--- config.mk ---
export PLATFORM = sky130hd
export DESIGN_NAME = mem_port_arbiter
export DESIGN_NICKNAME = d
export VERILOG_FILES = /design/src/rtl/mem_port_arbiter.sv
export SDC_FILE = /design/constraint.sdc
export NUM_CORES = 1
export LEC_CHECK = 0
export ABC_AREA = 1
export CAP_MARGIN = 40
export CORE_AREA = 2 2 107 109
export DETAILED_ROUTE_END_ITERATION = 10
export DIE_AREA = 0 0 109 111
export DONT_BUFFER_PORTS = 1
export RECOVER_POWER = 50
export REMOVE_ABC_BUFFERS = 1
export SYNTH_ARGS = -nofsm -noshare
export SYNTH_HDL_FRONTEND = slang
export SYNTH_SLANG_ARGS = --single-unit
--- constraint.sdc ---
create_clock -name clk -period 1.85 [get_ports clk]
set_input_delay 0.2775 -clock clk [delete_from_list [all_inputs] [get_ports clk]]
set_output_delay 0.2775 -clock clk [all_outputs]
set_load 0.05 [all_outputs]
--- src/rtl/mem_port_arbiter.sv ---
// Two-requester arbiter (instruction fetch + data) in front of one synchronous SRAM port.
// Data has priority. A starved fetch is forced through once it has waited STARVE_LIMIT cycles.
module mem_port_arbiter #(
    parameter int ADDR_W       = 32,
    parameter int STARVE_LIMIT = 4
) (
    input  logic              clk,
    input  logic              rst,

    input  logic              if_req,
    input  logic [ADDR_W-1:0] if_addr,
    output logic              if_gnt,
    output logic              if_rvalid,
    output logic [31:0]       if_rdata,

    input  logic              d_req,
    input  logic [ADDR_W-1:0] d_addr,
    input  logic [3:0]        d_wmask,
    input  logic [31:0]       d_wdata,
    output logic              d_gnt,
    output logic              d_rvalid,
    output logic [31:0]       d_rdata,
    output logic              d_err,

    output logic              mem_en,
    output logic [ADDR_W-3:0] mem_addr,
    output logic [3:0]        mem_wmask,
    output logic [31:0]       mem_wdata,
    input  logic [31:0]       mem_rdata
);

    localparam int CNT_W = (STARVE_LIMIT < 1) ? 1 : $clog2(STARVE_LIMIT + 1);
    localparam logic [CNT_W-1:0] STARVE_MAX = CNT_W'(STARVE_LIMIT);

    typedef enum logic [1:0] {
        OWN_NONE,
        OWN_IF,
        OWN_D,
        OWN_DERR
    } owner_t;

    owner_t           owner_q, owner_d;
    logic             d_wr_q, d_wr_d;
    logic [CNT_W-1:0] starve_q, starve_d;
    logic             fetch_force;
    logic             d_mis;

    // Fetch is word-aligned by contract; its low address bits carry no information.
    logic unused_if_low;
    assign unused_if_low = ^if_addr[1:0];

    always_ff @(posedge clk or posedge rst) begin
        if (rst) begin
            owner_q  <= OWN_NONE;
            d_wr_q   <= 1'b0;
            starve_q <= '0;
        end else begin
            owner_q  <= owner_d;
            d_wr_q   <= d_wr_d;
            starve_q <= starve_d;
        end
    end

    always_comb begin
        if_gnt      = 1'b0;
        d_gnt       = 1'b0;
        mem_en      = 1'b0;
        mem_addr    = '0;
        mem_wmask   = '0;
        mem_wdata   = '0;
        owner_d     = OWN_NONE;
        d_wr_d      = 1'b0;
        d_mis       = (d_addr[1:0] != 2'b00);
        fetch_force = if_req && (starve_q == STARVE_MAX);

        if (!rst) begin
            if (d_req && !fetch_force) begin
                d_gnt     = 1'b1;
                mem_addr  = d_addr[ADDR_W-1:2];
                mem_wdata = d_wdata;
                if (d_mis) begin
                    // Misaligned: acknowledged and errored, never reaches memory.
                    owner_d = OWN_DERR;
                end else begin
                    mem_en    = 1'b1;
                    mem_wmask = d_wmask;
                    owner_d   = OWN_D;
                    d_wr_d    = |d_wmask;
                end
            end else if (if_req) begin
                if_gnt   = 1'b1;
                mem_en   = 1'b1;
                mem_addr = if_addr[ADDR_W-1:2];
                owner_d  = OWN_IF;
            end
        end

        if (if_req && !if_gnt)
            starve_d = (starve_q == STARVE_MAX) ? starve_q : starve_q + 1'b1;
        else
            starve_d = '0;
    end

    // Response side: exactly one rvalid for the cycle after each grant.
    always_comb begin
        if_rvalid = (owner_q == OWN_IF);
        d_rvalid  = (owner_q == OWN_D) || (owner_q == OWN_DERR);
        d_err     = (owner_q == OWN_DERR);
        if_rdata  = if_rvalid ? mem_rdata : 32'h0;
        d_rdata   = ((owner_q == OWN_D) && !d_wr_q) ? mem_rdata : 32'h0;
    end

endmodule

==> impl_results.md <==
- Bufs on Longest Clock Path: 2
- TritonCTS clock tree: built
- Crit Reg-Reg Startpoint: starve_q[1]
- First-pass GRT wire length: 9770 um
- Worst-case reg-to-reg path depth: 8
- Status: finished, violations left
- Syn avg cell area: 4.61 um^2
- Num Clock Sinks: 6
- Max-cap violations: 0
- Number of diodes: 0
- Worst Path Max Fanout: 8
- Hold_ws: 0.194 ns
- Static Leak: 1.98 nW
- Worst rel slew slack: 68.4%
- Via count: 2,431
- Share of layout cells above drive strength 1: 50.9%
- Fin util: 32.3%
- Crit path required time: 1.57 ns
- Post-synth top area share: 29.1%
- Part of the Yosys area used for sequential elements: 9.95%
- Hold Violations, Final: 0
- Root buf cell: clkbuf_16
- Hpwl dp: 5810 um
- Worst Clk Skew: 0.000807 ns
- Min Clock Period, post-route: 1.99 ns
- Crit-path max cell delay: 0.36 ns
- Reg2reg end: starve_q[1]
- Total of warnings raised by yosys: 0
- Antenna Violating Nets Remaining: 0
- Violations in the final reports: negative setup slack
- Crit. End Element: output port
- First-pass DRT Iterations: 3
- Placeable core area: 0.0111 mm^2
- Sink of the worst hold path: starve_q[2]
- Vias per cell: 4.00
- CP Launch Type: flop
- Pre-CTS WS: 0.0280 ns
- Fin area: 0.00357 mm^2
- Die Wd: 109 um
- Number of global-route vias before repair: 2,131
- Finished Layout Cells: 607
- Type of the tightest min-delay check: in2reg
- Pwr Density: 470 mW/mm^2
- Initial Util: 13.6%
- Max IR drop VDD: 0.232 mV
- RSZ-0062 raised after global routing: true
- Synth area leader: nand2_1
- Worst hold path depth: 2
- Clk slew on worst S/H paths: 0.03 ns
- Total routed wirelength: 7650 um
- Largest net degree at the start of global routing: 38
- Slew Limit Fails: 0
- # IOs: 272
- R2r setup slk: 0.52 ns
- Drt first-iter violations: 140
- Period utilization: 107%
- Slowest library cell on the worst path: dfrtp_1
- Tot Pwr: 1.68 mW
- Gp weighted congestion: 0.773
- Grt total ovfl: 0
- Synthesized area: 0.00151 mm^2
- Synth top area cells: nand2_1 (29%), nor2_1 (27%), inv_1 (12%), dfrtp_1 (10%), nand2_2 (5.4%)
- Flops & latches, synth: 6
- Initial antenna violation count: 0
- Die area: 0.0121 mm^2
- Port bufs: 0
- Fmax: 0.503 GHz
- Area after DPL: 0.00297 mm^2
- Setup tns final: -4.10 ns
- Clk Latency, worst-skew pair: 0.23 ns
- Most frequent cells in the layout: buf_4 (91), nor2_1 (88), nand2_1 (80)
- Commonest non-fill, non-tap cell in the layout: buf_4
- Final setup margin: -0.136 ns
- Post-synth cell types: 21
- Global Route Usage Sum: 10.3%
- Std cell rows: 39
- Endpoints failing setup: 66
- HP Start: if_req
- Die height: 111 um
- Number of buffers created by CTS: 3
- Post-synthesis cell count: 327
- Crit path cell chain: inv_2, ha_4, nand3_4, nand2_4, nor2_4, buf_6, clkbuf_16, nand2_1, nand2_2, buf_12
- Drt drc: 0
- H-tree depth: 1
- Slew at the pin with the worst max-slew slack: 0.473 ns
- Routed WL per cell: 12.6 um
- Final nets: 604
- Fillers: 1,166
- CP arrival: 1.71 ns
- Dpl cells: 589
- Area Overhead vs Synth: 137%
- Critical path type: reg2out
-- layout make-up --
cell class	count	area, um^2	area share, %
multi-input combinational	253	1290	36.1
tap	143	179	5.01
sequential	6	150	4.20
inverter	48	193	5.39
timing repair buffer	154	1690	47.2
clock buffer	3	75.1	2.10
-- layer usage --
metal	part of all wire [%]	up-vias	wire length, um	GRT usage, %
li1	-	1200	-	-
met1	33	1061	2540	9.14
met2	56	163	4280	22.2
met3	9.1	7	699	1.12
met4	1.6	0	124	3.76
met5	0	-	0	0
-- report_power, final --
part           internal [mW]  switching, mW
combinational          0.408          0.772
clock                  0.277         0.0736
sequential             0.141        0.00745
total                  0.826          0.853
-- cell families (layout without fill, tap and decap cells) --
logic type                 after synthesis  after routing  synth area share, %
AOI/OAI and AO/OA                        4              4                 1.49
DFF                                      6              6                 9.95
buffers and inverters                   68            205                 20.5
and+or+nand+nor                        246            246                 65.8
adders and majority gates                2              2                 1.66
xor gates and xnor gates                 1              1                0.581
-- worst max-delay path by stage --
stage / from / endpoint / slack [ns] / cells past startpoint
after CTS: starve_q[1] / mem_addr[2] / -0.11 / 10
final: starve_q[1] / mem_addr[18] / -0.14 / 10
after global placement: starve_q[1] / mem_addr[25] / 0.07 / 10
after detailed placement: starve_q[1] / mem_addr[1] / 0.03 / 10
after floorplan: owner_q[1] / if_rdata[0] / -1.14 / 3
after global routing: starve_q[1] / mem_addr[17] / -0.22 / 10
-- state kept, by name, indices dropped and copies added (netlist names) --
signal / cells
d_wr_q: 1
starve_q: 3
owner_q: 2
-- critical path: cells and delay by family, from the launching register on --
family | cells | cell delay [ns]
adder cells (fa/ha/maj) | 1 | 0.16
buffers and inverters | 4 | 0.50
flip-flops | 1 | 0.36
AND/OR/NAND/NOR | 5 | 0.45
-- synthesized netlist by cell type, drive strengths merged --
cell type	number
ha	2
buf	13
o211ai	1
nand3	3
o21ai	3
nor2	110
nand2	132
dfrtp	6
clkbuf	7
nand3b	1
xor2	1
inv	48
-- timing repair --
item                                    in CTS  in global routing
resized for setup                           55                 58
endpoints found under the setup margin      68                 69
pin swaps                                    4                 17
cloned                                       1                  3
hold buffers                                 1                  0
hold endpoints to repair                     6                  0
buffers inserted                             5                  5
(Power assumes the default switching activity.)
